==> src/rtl/arith_pkg.sv <==
// -----------------------------------------------------------------------------
// arith_pkg
//   Shared definitions for the bit-serial arithmetic blocks.
//   - DEFAULT_WIDTH : default operand width for serial datapaths
//   - state_t       : sequencer state encoding (IDLE / RUN / DONE)
//   - cnt_width()   : bit-counter width able to hold 0..w without wrapping
// -----------------------------------------------------------------------------
package arith_pkg;

  localparam int unsigned DEFAULT_WIDTH = 8;

  typedef enum logic [1:0] {
    IDLE = 2'd0,
    RUN  = 2'd1,
    DONE = 2'd2
  } state_t;

  function automatic int unsigned cnt_width(input int unsigned w);
    return $clog2(w) + 1;
  endfunction

endpackage

==> src/rtl/full_subtractor_bit.sv <==
// -----------------------------------------------------------------------------
// full_subtractor_bit
//   One-bit combinational full subtractor: {bout, d} = a - b - bin.
//   Ports:
//     a    in  minuend bit
//     b    in  subtrahend bit
//     bin  in  borrow-in
//     d    out difference bit
//     bout out borrow-out
// -----------------------------------------------------------------------------
module full_subtractor_bit (
  input  logic a,
  input  logic b,
  input  logic bin,
  output logic d,
  output logic bout
);

  logic w_axb;

  assign w_axb = a ^ b;
  assign d     = w_axb ^ bin;
  // Borrow when a<b outright, or when a==b and a borrow is already pending.
  assign bout  = (~a & b) | (~w_axb & bin);

endmodule

==> src/rtl/serial_full_subtractor.sv <==
// -----------------------------------------------------------------------------
// serial_full_subtractor
//   Bit-serial ripple-borrow subtractor: diff = a - b - bin (mod 2^WIDTH),
//   one bit per clock, LSB first, with a registered borrow.
//   Operands enter through a valid/ready handshake in IDLE, WIDTH RUN cycles
//   compute the result, and DONE presents it until the consumer accepts.
//   Ports:
//     clk        in  rising-edge clock
//     rst_n      in  asynchronous active-low reset
//     in_valid   in  operands presented
//     in_ready   out operands can be accepted (IDLE only)
//     a, b       in  minuend / subtrahend, WIDTH bits
//     bin        in  borrow-in
//     out_valid  out result available (DONE)
//     out_ready  in  consumer accepts result
//     diff       out a - b - bin, WIDTH bits, held until the next DONE
//     bout       out borrow-out (unsigned underflow)
//     ovf        out signed overflow of a - b (bin folds into diff only)
//     busy       out high while RUN
// -----------------------------------------------------------------------------
module serial_full_subtractor
  import arith_pkg::*;
#(
  parameter int unsigned WIDTH = DEFAULT_WIDTH
) (
  input  logic             clk,
  input  logic             rst_n,
  input  logic             in_valid,
  output logic             in_ready,
  input  logic [WIDTH-1:0] a,
  input  logic [WIDTH-1:0] b,
  input  logic             bin,
  output logic             out_valid,
  input  logic             out_ready,
  output logic [WIDTH-1:0] diff,
  output logic             bout,
  output logic             ovf,
  output logic             busy
);

  localparam int unsigned   CW       = cnt_width(WIDTH);
  localparam logic [CW-1:0] LAST_BIT = CW'(WIDTH - 1);

  state_t           r_state;
  state_t           w_state_nxt;

  logic [WIDTH-1:0] r_a;
  logic [WIDTH-1:0] r_b;
  logic [WIDTH-1:0] r_res;
  logic [WIDTH-1:0] r_diff;
  logic             r_br;
  logic             r_bout;
  logic             r_ovf;
  logic             r_amsb;
  logic             r_bmsb;
  logic [CW-1:0]    r_cnt;

  logic             w_d;
  logic             w_br_nxt;
  logic             w_accept;
  logic             w_last;
  logic [WIDTH-1:0] w_res_nxt;

  full_subtractor_bit u_bit (
    .a    (r_a[0]),
    .b    (r_b[0]),
    .bin  (r_br),
    .d    (w_d),
    .bout (w_br_nxt)
  );

  assign w_accept  = (r_state == IDLE) && in_valid;
  assign w_last    = (r_state == RUN) && (r_cnt == LAST_BIT);
  assign w_res_nxt = {w_d, r_res[WIDTH-1:1]};

  // State register
  always_ff @(posedge clk or negedge rst_n) begin
    if (!rst_n) begin
      r_state <= IDLE;
    end else begin
      r_state <= w_state_nxt;
    end
  end

  // Next-state and handshake outputs
  always_comb begin
    w_state_nxt = r_state;
    in_ready    = 1'b0;
    out_valid   = 1'b0;
    busy        = 1'b0;
    unique case (r_state)
      IDLE: begin
        in_ready = 1'b1;
        if (in_valid) w_state_nxt = RUN;
      end
      RUN: begin
        busy = 1'b1;
        if (r_cnt == LAST_BIT) w_state_nxt = DONE;
      end
      DONE: begin
        out_valid = 1'b1;
        if (out_ready) w_state_nxt = IDLE;
      end
      default: w_state_nxt = IDLE;
    endcase
  end

  // Serial datapath. The shifting result register is private; the visible
  // diff/bout/ovf registers load only on the final RUN cycle, so they stay
  // frozen through DONE, IDLE and the next RUN.
  always_ff @(posedge clk or negedge rst_n) begin
    if (!rst_n) begin
      r_a    <= '0;
      r_b    <= '0;
      r_res  <= '0;
      r_diff <= '0;
      r_br   <= 1'b0;
      r_bout <= 1'b0;
      r_ovf  <= 1'b0;
      r_amsb <= 1'b0;
      r_bmsb <= 1'b0;
      r_cnt  <= '0;
    end else begin
      if (w_accept) begin
        r_a    <= a;
        r_b    <= b;
        r_br   <= bin;
        r_res  <= '0;
        r_cnt  <= '0;
        // Operand MSBs are shifted out during RUN; keep them for ovf.
        r_amsb <= a[WIDTH-1];
        r_bmsb <= b[WIDTH-1];
      end else if (r_state == RUN) begin
        r_a   <= r_a >> 1;
        r_b   <= r_b >> 1;
        r_br  <= w_br_nxt;
        r_res <= w_res_nxt;
        r_cnt <= r_cnt + CW'(1);
        if (w_last) begin
          r_diff <= w_res_nxt;
          r_bout <= w_br_nxt;
          // w_d is the result MSB on the last bit.
          r_ovf  <= (r_amsb != r_bmsb) && (w_d != r_amsb);
        end
      end
    end
  end

  assign diff = r_diff;
  assign bout = r_bout;
  assign ovf  = r_ovf;

endmodule

==> config.mk <==
export PLATFORM = sky130hd
export DESIGN_NAME = serial_full_subtractor
export DESIGN_NICKNAME = d
export VERILOG_FILES = /design/src/rtl/arith_pkg.sv /design/src/rtl/full_subtractor_bit.sv /design/src/rtl/serial_full_subtractor.sv
export SDC_FILE = /design/constraint.sdc
export NUM_CORES = 1
export LEC_CHECK = 0
export BUFFER_PORTS_ARGS = -buffer_cell sky130_fd_sc_hd__buf_2
export CORE_MARGIN = 3
export CORE_UTILIZATION = 49
export CTS_CLUSTER_DIAMETER = 40
export CTS_CLUSTER_SIZE = 28
export DETAILED_ROUTE_END_ITERATION = 10
export PLACE_DENSITY = 0.78
export SYNTH_ARGS = -nofsm -noshare
export SYNTH_HDL_FRONTEND = slang
export SYNTH_SLANG_ARGS = --single-unit
==> constraint.sdc <==
create_clock -name clk -period 1.45 [get_ports clk]
set_input_delay 0.29 -clock clk [delete_from_list [all_inputs] [get_ports clk]]
set_output_delay 0.29 -clock clk [all_outputs]
set_load 0.01 [all_outputs]
==> impl_metrics.csv, run 1 <==
group,metric,value,unit
finish,fillers,266,
setup_path,cp-start-kind,"flop",
power_and_ir_drop,peakVddDrop,1100,µV
floorplan,num_rows,21,
floorplan,ios,34,
synthesis,synthAdderAreaFrac,1.77,%
setup_path,crit_path_cell_trace,"inv_2 -> fa_2 -> nand2_2 -> o22ai_2 -> mux2_4",
setup_path,worstSetupStartpoint,"r_br",
power_and_ir_drop,p_leak,1.23,nW
global_routing,grt_max_degree,43,
floorplan,core-area,3470,µm²
synthesis,syn_area,1840,µm²
clocking,clock_sinks,42,
timing,timing.final.crit_share,101,%
synthesis,synth_seq_cells,42,
finish,drive_above_1_share,38.9,%
setup_path,cp_max_fo,3,
setup_path,endpoint,"ovf",
setup_path,reg2reg_from,"r_br",
synthesis,synthArstFlopShare,100,%
detailed_routing,drt_pass1_iterations,4,
setup_path,arrival,1.70,ns
detailed_routing,post_drt_wl_per_cell,14.3,µm
global_routing,antenna_found_initial,0,
synthesis,ys.flop_type,"dfrtp_1",
synthesis,synth_xor_area_share,0,%
synthesis,synth_edf_count,0,
timing,finClkSkew,0.00744,ns
setup_path,reg2reg_setup_slack,-0.01,ns
place,dpl.hpwl,2.50,mm
floorplan,die_y,67.2,µm
setup_path,setup.worst_path.class,"flop to flop",
timing,setup_viol,1,
timing,max_slew_margin,75.2,%
global_routing,grt_pass1_vias,1489,
synthesis,syn_nets,188,
synthesis,postSynthAreaPerCell,11.1,µm²
global_routing,grt_pass1_wl,6.57,mm
clocking,clk_latency,0.29,ns
timing,layout_setup_ws,-0.00967,ns
flow_run,cap_violations,0,
place,globalplace.congestion,0.770,
run_status,status,"complete, but fails checks",
detailed_routing,vias_per_cell,5.19,
setup_path,crit_path_max_incr_delay,0.61,ns
finish,final_core_util,68.8,%
clocking,h-tree-depth,2,
run_status,violations,"setup timing",
power_and_ir_drop,power_density,2150,nW/µm²
synthesis,synth.yosys.seq_area_share,57.3,%
timing,tightest_slew,0.371,ns
clocking,clkSlewWorstSetupHoldPaths,0.08,ns
finish,finalNonFillerCells,267,
global_routing,grt_remaining_overflow,0,
finish,area_delta_synth_final,30.0,%
synthesis,synth_compound_area_share,9.41,%
synthesis,netlist_instances,165,
place,placed_cells,248,
synthesis,synth_simple_gate_area_share,18.8,%
floorplan,initial_core_util,52.9,%
setup_path,r2r_cells,5,
timing,max_freq,685,MHz
setup_path,required,1.69,ns
global_routing,grt_usage,19.5,%
floorplan,die_w,67.2,µm
finish,diodes,0,
detailed_routing,drc,0,
setup_path,critPathSlowestCell,"fa_2",
hold_path,hp-class,"input port to flop",
timing,maxSlewViolCount,0,
detailed_routing,wl,3.82,mm
detailed_routing,drtIter0Drc,111,
synthesis,yosys-mux-area-fraction,8.25,%
synthesis,yosys.area.top_type,"dfrtp_1",
detailed_routing,num_vias,1385,
floorplan,die_area,4520,µm²
clocking,ctsRootBufferMaster,"clkbuf_8",
synthesis,synth_cell_types,29,
setup_path,r2r_end,"ovf",
timing,rsz0062_at_grt,"true",
place,pre_cts_slack,-0.0319,ns
clocking,cts_tree,"done",
clocking,cts_buffer_depth,2,
timing,tns,-0.00967,ns
clocking,cts_inserted_buffers,5,
detailed_routing,ant_nets,0,
timing,hold_viol_final,0,
place,io_buffers,33,
finish,nets,244,
synthesis,netlist.area_leader.share,57.3,%
timing,min_period,1.46,ns
synthesis,synth_top_family_by_area,"simple AND/OR/NAND/NOR gates",
synthesis,ys_warn_count,0,
power_and_ir_drop,p_total,5.14,mW
synthesis,synth.top_cells.by_area,"dfrtp_1, nand2_1, mux2_4",
setup_path,cp-end-kind,"flop",
==> worst max-delay path, delay by kind of cell (launching register included) <==
kind / cells / cell delay [ns]
fa+ha+maj: 1 / 0.61
buf+inv: 1 / 0.05
mux: 1 / 0.15
flops: 1 / 0.37
compound gates: 1 / 0.16
simple gates: 1 / 0.07
==> cell usage after synthesis, types with 3 or more instances <==
library cell  number
a22oi_1           14
buf_2              3
buf_6              3
dfrtp_1           42
inv_1              4
mux2_4             8
nand2_1           55
nand3_1            9
o21ai_0            3
==> layout make-up <==
type	instances	area [µm²]	area share (%)
inverters	5	31.3	1.31
repair buffers	57	438	18.4
multi-input cells	110	729	30.6
clock buffers	5	68.8	2.88
flip-flops and latches	42	1050	44.0
well taps	46	57.6	2.41
clock inverters	2	10.0	0.420
==> sequential cells by signal (all words and copies together), names as in the netlist <==
register,flops
r_cnt,4
diff,8
bout,1
r_a,8
r_res,7
r_br,1
r_bmsb,1
r_amsb,1
ovf,1
r_state,2
r_b,8
==> placed cells by master (no fill, tap or decap), types with 2 or more instances in the layout <==
cell type	count
nand2_2	2
nand2_1	53
clkinv_2	2
nor2_1	2
buf_6	4
dfrtp_1	42
buf_2	31
inv_2	2
inv_1	2
nand3_1	9
mux2i_1	2
buf_4	15
o21ai_0	3
clkbuf_8	5
buf_12	5
a22oi_1	14
a22o_1	2
mux2_4	9
==> how the worst min path moves through the flow <==
stage	to	slack (ns)	depth (start not counted)	start
after floorplan	bout	-0.006	0	rst_n
after global placement	r_res[1]	0.27	2	rst_n
after detailed placement	diff[0]	0.28	2	rst_n
after CTS	r_b[5]	0.20	3	b[5]
after global routing	r_bmsb	0.21	3	b[7]
final	r_b[5]	0.21	3	b[5]
==> through the flow <==
step	instance area (µm²)	hold WS (ns)
after global routing	2390	0.208
after detailed placement	2150	0.280
final	2390	0.209
after global placement	2150	0.275
after CTS	2310	0.203
after floorplan	1840	-0.00559
==> where the power goes <==
group,internal (mW),switching (mW),total (mW)
logic,1.28,1.14,2.41
clock network,0.323,0.383,0.706
registers,1.68,0.333,2.02
total,3.28,1.85,5.14
==> repair_timing <==
action	in CTS	in global routing
setup endpoints to repair	4	11
buffers inserted	5	6
pin swaps	4	4
endpoints found under the hold margin	42	0
gates resized for setup	11	9
hold buffers	1	0
==> cells by family after synthesis <==
group / count (synthesis)
adder cells (fa/ha/maj): 2
flip-flops: 42
buffers and inverters: 13
AND/OR/NAND/NOR: 74
AO/OA/AOI/OAI: 23
multiplexers: 11
==> metal layers <==
layer | GRT usage, % | wire [µm]
met2 | 32.9 | 1860
met1 | 23.1 | 1690
met5 | 0 | 0
met3 | 6.99 | 201
met4 | 6.33 | 75
No activity file was read; power rests on OpenSTA's default activity.
==> run 2, diff against run 1 <==
- PLACE_DENSITY: 0.78 -> 0.77
- SLEW_MARGIN: unset -> 20
- SYNTH_HIERARCHICAL: unset -> 1
==> impl_metrics.csv, run 2 <==
group,metric,value,unit
synthesis,postSynthAreaPerCell,11.2,µm²
flow_run,cap_violations,0,
synthesis,synth_top_family_by_area,"simple AND/OR/NAND/NOR gates",
global_routing,grt_usage,19.0,%
synthesis,netlist.area_leader.share,56.6,%
finish,diodes,0,
detailed_routing,vias_per_cell,5.25,
clocking,cts_buffer_depth,2,
setup_path,crit_path_max_incr_delay,0.59,ns
power_and_ir_drop,switching_power,1.86,mW
timing,rsz0062_at_grt,"true",
timing,maxSlewViolCount,0,
global_routing,antenna_found_initial,0,
clocking,clkSlewWorstSetupHoldPaths,0.07,ns
timing,timing.final.crit_share,106,%
synthesis,synthTopCellsByCount,"nand2_1, dfrtp_1, mux2_2",
setup_path,cp_max_fo,3,
finish,drive_above_1_share,42.0,%
synthesis,syn_area,1860,µm²
floorplan,ios,34,
power_and_ir_drop,internal-power,3.27,mW
finish,area_delta_synth_final,27.9,%
synthesis,yosys.area.top_type,"dfrtp_1",
setup_path,required,1.63,ns
synthesis,synth_cell_types,28,
power_and_ir_drop,peakVddDrop,876,µV
setup_path,arrival,1.71,ns
synthesis,synth_seq_cells,42,
setup_path,cp-start-kind,"flop",
detailed_routing,drtIter0Drc,72,
synthesis,synth_edf_count,0,
detailed_routing,post_drt_wl_per_cell,14.3,µm
setup_path,cp-end-kind,"flop",
setup_path,worst_path_dominant_cell_family,"adder cells",
finish,mostFrequentLayoutCells,"nand2_1, dfrtp_1, buf_2",
run_status,status,"complete, but fails checks",
power_and_ir_drop,p_total,5.13,mW
floorplan,die_y,67.6,µm
synthesis,synth.most_common_cell,"nand2_1",
timing,max_slew_margin,65.7,%
setup_path,reg2reg_from,"r_b[0]",
clocking,h-tree-depth,2,
floorplan,num_rows,21,
power_and_ir_drop,power.sequential.fraction,39.7,%
power_and_ir_drop,p_leak,1.21,nW
floorplan,die_area,4570,µm²
floorplan,die_w,67.6,µm
power_and_ir_drop,switching_share,36.2,%
clocking,cts_hold_buf,0,
timing,finClkSkew,0.00181,ns
setup_path,setup.worst_path.class,"flop to flop",
place,dpl.hpwl,2.52,mm
timing,setup_viol,10,
setup_path,crit_buf_inv,1,
power_and_ir_drop,combPwrFrac,45.9,%
global_routing,grt_pass1_vias,1448,
synthesis,synth_simple_gate_area_share,18.5,%
floorplan,initial_core_util,53.2,%
synthesis,yosys-mux-area-fraction,6.60,%
detailed_routing,num_vias,1390,
timing,hold_viol_final,0,
synthesis,synth.top_cells.by_area,"dfrtp_1, nand2_1, mux2_2",
clocking,cts_inserted_buffers,5,
synthesis,ys_warn_count,6,
timing,min_period,1.53,ns
timing,max_freq,653,MHz
detailed_routing,drc,0,
detailed_routing,drt_pass1_iterations,4,
clocking,ctsRootBufferMaster,"clkbuf_8",
synthesis,synth_xor_area_share,0,%
global_routing,grt_remaining_overflow,0,
setup_path,worstSetupStartpoint,"r_b[0]",
timing,tightest_slew,0.515,ns
synthesis,synth.yosys.seq_area_share,56.6,%
power_and_ir_drop,power_density,2160,nW/µm²
floorplan,core-area,3490,µm²
synthesis,netlist_instances,166,
synthesis,synthArstFlopShare,100,%
finish,final_core_util,68.0,%
global_routing,grt_max_degree,43,
power_and_ir_drop,p_clk_share,14.3,%
hold_path,hp-class,"input port to async pin",
synthesis,syn_nets,189,
place,io_buffers,33,
synthesis,synthAdderAreaFrac,1.75,%
run_status,violations,"setup timing",
detailed_routing,wl,3.80,mm
clocking,cts_tree,"done",
finish,nets,243,
clocking,clk_latency,0.29,ns
synthesis,synth_compound_area_share,11.2,%
clocking,clock_sinks,42,
timing,layout_setup_ws,-0.0821,ns
place,globalplace.congestion,0.712,
detailed_routing,ant_nets,0,
setup_path,crit_path_cell_trace,"inv_2 -> fa_1 -> nand2b_1 -> o21ai_1 -> mux2_4",
synthesis,ys.flop_type,"dfrtp_1",
finish,layout_commonest_cell,"nand2_1",
global_routing,grt_pass1_wl,6.37,mm
setup_path,critPathSlowestCell,"fa_1",
-- run 2: cell types whose count changed in the layout (fill, tap and decap cells not counted), moves of 2 or more --
| cell | change |
|---|---|
| clkinv_2 | -2 |
| a22oi_1 | -7 |
| buf_12 | -2 |
| mux2_2 | +2 |
| a22oi_2 | +8 |
| nor2_1 | -2 |
| nand2_1 | +2 |
-- run 2: path summary, 6_finish.rpt --
| check | endpoint | slack (ns) | cells past startpoint |
|---|---|---|---|
| worst max-delay path | ovf | -0.08 | 5 |
| worst min-delay path | diff[0] | 0.05 | 2 |
| worst max register to register | ovf | -0.08 | 5 |
| worst min register to register | r_b[3] | 0.48 | 2 |
| max in group asynchronous | r_state[0] | 1.02 | 2 |
| min in group clk | r_a[2] | 0.21 | 3 |
-- run 2: routing by layer --
layer  GRT usage, %  part of all wire, %
met1           21.0                   42
met5              0                    0
met4           4.56                 0.95
met2           34.8                   52
met3           6.32                  5.6
-- run 2: area by class of cell --
| cell class | count | area, µm² |
|---|---|---|
| timing repair inverter | 1 | 8.76 |
| timing repair buffer | 54 | 382 |
| fill | 260 | 1120 |
| sequential | 42 | 1050 |
| multi-input combinational | 111 | 762 |
| tap | 46 | 57.6 |
| inverter | 5 | 31.3 |
| clock buffer | 6 | 82.6 |
-- run 2: timing repair --
action / in CTS / in global routing
buffers inserted: 4 / 5
setup endpoints to repair: 13 / 18
gates cloned: 1 / 0
gates resized for setup: 23 / 4
pin swaps: 3 / 2
-- run 2: kinds of logic after synthesis --
group | Yosys count
DFF | 42
and+or+nand+nor | 75
AOI/OAI and AO/OA | 23
buffers and inverters | 13
muxes | 11
adders and majority gates | 2
-- run 2: power groups by stage --
stage / combinational, mW / clock (mW) / sequential, mW
global placement: 1.83 / 0 / 1.98
finish: 2.36 / 0.734 / 2.04
CTS: 2.24 / 0.742 / 2.04
detailed placement: 1.93 / 0 / 2.03
floorplan: 1.32 / 0 / 2.01
global route: 2.62 / 0.785 / 2.11
-- run 2: per-stage QoR --
stage,setup slack (ns),hold slack [ns],TNS (ns),std cells,cell area [µm²]
4_1_cts,-0.0801,0.0747,-0.395,260,2320
6_report,-0.0821,0.0535,-0.231,265,2380
5_1_grt,-0.148,0.0949,-0.800,265,2380
3_3_place_gp,-0.0204,0.376,-0.137,249,2120
2_1_floorplan,-0.00993,-0.00559,-0.00993,166,1860
3_5_place_dp,-0.0878,0.383,-0.452,249,2120
==> run 3, diff against run 2 <==
- CORE_UTILIZATION: 49 -> 58
- PLACE_DENSITY: 0.77 -> 0.86
- clock period: 1.45 -> 1.97 ns (I/O delays scaled with it)
==> impl_metrics.csv, run 3 (synthesis results as in run 2) <==
group,metric,value,unit
detailed_routing,wl,3.27,mm
setup_path,crit_path_max_incr_delay,0.48,ns
floorplan,initial_core_util,64.1,%
global_routing,grt_pass1_vias,1322,
setup_path,cp-start-kind,"flop",
clocking,cts_buffer_depth,2,
setup_path,r2r_cells,4,
setup_path,r2r_end,"diff[2]",
floorplan,core-area,2900,µm²
power_and_ir_drop,p_leak,1.09,nW
setup_path,reg2reg_setup_slack,0.36,ns
timing,rsz0062_at_grt,"false",
global_routing,grt_remaining_overflow,0,
floorplan,ios,34,
timing,max_freq,543,MHz
clocking,clock_sinks,42,
place,pre_cts_slack,0.337,ns
setup_path,arrival,1.45,ns
finish,fin_area,2110,µm²
clocking,cts_tree,"done",
hold_path,hp-class,"input port to async pin",
setup_path,critPathSlowestCell,"dfrtp_1",
floorplan,die_w,62.6,µm
finish,drive_above_1_share,33.7,%
setup_path,setup.worst_path.class,"flop to output pin",
timing,timing.final.crit_share,93.5,%
power_and_ir_drop,peakVddDrop,754,µV
floorplan,die_y,62.6,µm
setup_path,cp-end-kind,"output pin",
place,dpl.hpwl,2.34,mm
global_routing,antenna_found_initial,0,
place,io_buffers,33,
place,globalplace.congestion,0.787,
finish,fillers,216,
timing,hold_viol_final,0,
setup_path,required,1.58,ns
global_routing,grt_max_degree,43,
clocking,cts_inserted_buffers,5,
timing,tns,0,ns
detailed_routing,drt_pass1_iterations,4,
timing,max_slew_margin,66.4,%
timing,maxSlewViolCount,0,
detailed_routing,ant_nets,0,
global_routing,grt_pass1_wl,5.93,mm
timing,tightest_slew,0.504,ns
floorplan,num_rows,19,
finish,nets,225,
timing,setup_viol,0,
finish,mostFrequentLayoutCells,"nand2_1, dfrtp_1, buf_2",
clocking,clkSlewWorstSetupHoldPaths,0.11,ns
timing,layout_setup_ws,0.128,ns
flow_run,cap_violations,0,
clocking,ctsRootBufferMaster,"clkbuf_4",
timing,finClkSkew,0.00447,ns
floorplan,die_area,3920,µm²
clocking,cts_setup_buffers,0,
place,placed_area,2030,µm²
detailed_routing,vias_per_cell,5.38,
run_status,status,"finished clean",
timing,min_period,1.84,ns
finish,diodes,0,
clocking,h-tree-depth,2,
detailed_routing,post_drt_wl_per_cell,13.4,µm
power_and_ir_drop,power_density,1540,nW/µm²
detailed_routing,num_vias,1313,
detailed_routing,drtIter0Drc,50,
finish,area_delta_synth_final,13.7,%
setup_path,cp_max_fo,26,
setup_path,crit_path_cell_trace,"nand2b_4 -> inv_6 -> buf_2",
clocking,clk_latency,0.34,ns
global_routing,grt_usage,19.3,%
setup_path,reg2reg_from,"r_state[1]",
finish,layout_commonest_cell,"nand2_1",
detailed_routing,drc,0,
run 3: changes by cell type in the layout (fill, tap and decap cells not counted), sizes merged:
cell | previous run | this run
buf | 54 | 37
bufinv | 0 | 1
inv | 6 | 5
run 3: routing by layer:
layer	track usage, %	share of wire, %
met5	0	0
met4	10.5	2.1
met3	4.32	4.7
met2	31.8	50
met1	23.6	43
run 3: layout make-up:
type	instances	area (µm²)	share of cell area (%)
clock buffers	6	51.3	2.43
clock inverters	1	30.0	1.42
inverters	5	23.8	1.12
multi-input cells	111	708	33.5
flip-flops and latches	42	1050	49.8
well taps	42	52.6	2.49
repair buffers	37	195	9.24
run 3: power by group:
group,internal [mW],switching (mW)
logic,0.537,0.663
registers,1.24,0.263
clock network,0.296,0.254
run 3: stage by stage:
| step | hold slack [ns] | power (mW) | instances | utilization (%) |
|---|---|---|---|---|
| 2_1_floorplan | 0.0984 | 2.44 | 166 | - |
| 3_3_place_gp | 0.458 | 2.64 | 237 | 70.0 |
| 3_5_place_dp | 0.463 | 2.73 | 237 | 70.0 |
| 4_1_cts | 0.101 | 3.28 | 244 | 72.8 |
| 5_1_grt | 0.116 | 3.53 | 244 | 72.9 |
| 6_report | 0.0910 | 3.25 | 244 | 72.9 |
run 3: repair_timing:
action	CTS	global route
hold buffers	0	0
resized for setup	0	1
endpoints found under the setup margin	0	1
run 3: how the worst max path moves through the flow:
| stage | startpoint | end | slack, ns | cells after the start |
|---|---|---|---|---|
| floorplan | r_a[0] | ovf | 0.49 | 4 |
| global placement | r_state[0] | ovf | 0.44 | 4 |
| detailed placement | r_state[0] | diff[2] | 0.34 | 4 |
| CTS | r_state[0] | busy | 0.08 | 3 |
| global route | r_state[1] | busy | 0.01 | 3 |
| finish | r_state[1] | busy | 0.13 | 3 |
run 3: critical path: cells and delay by family, from the launching register on:
family	cells	cell delay [ns]
flops	1	0.48
buf+inv	2	0.39
simple gates	1	0.24
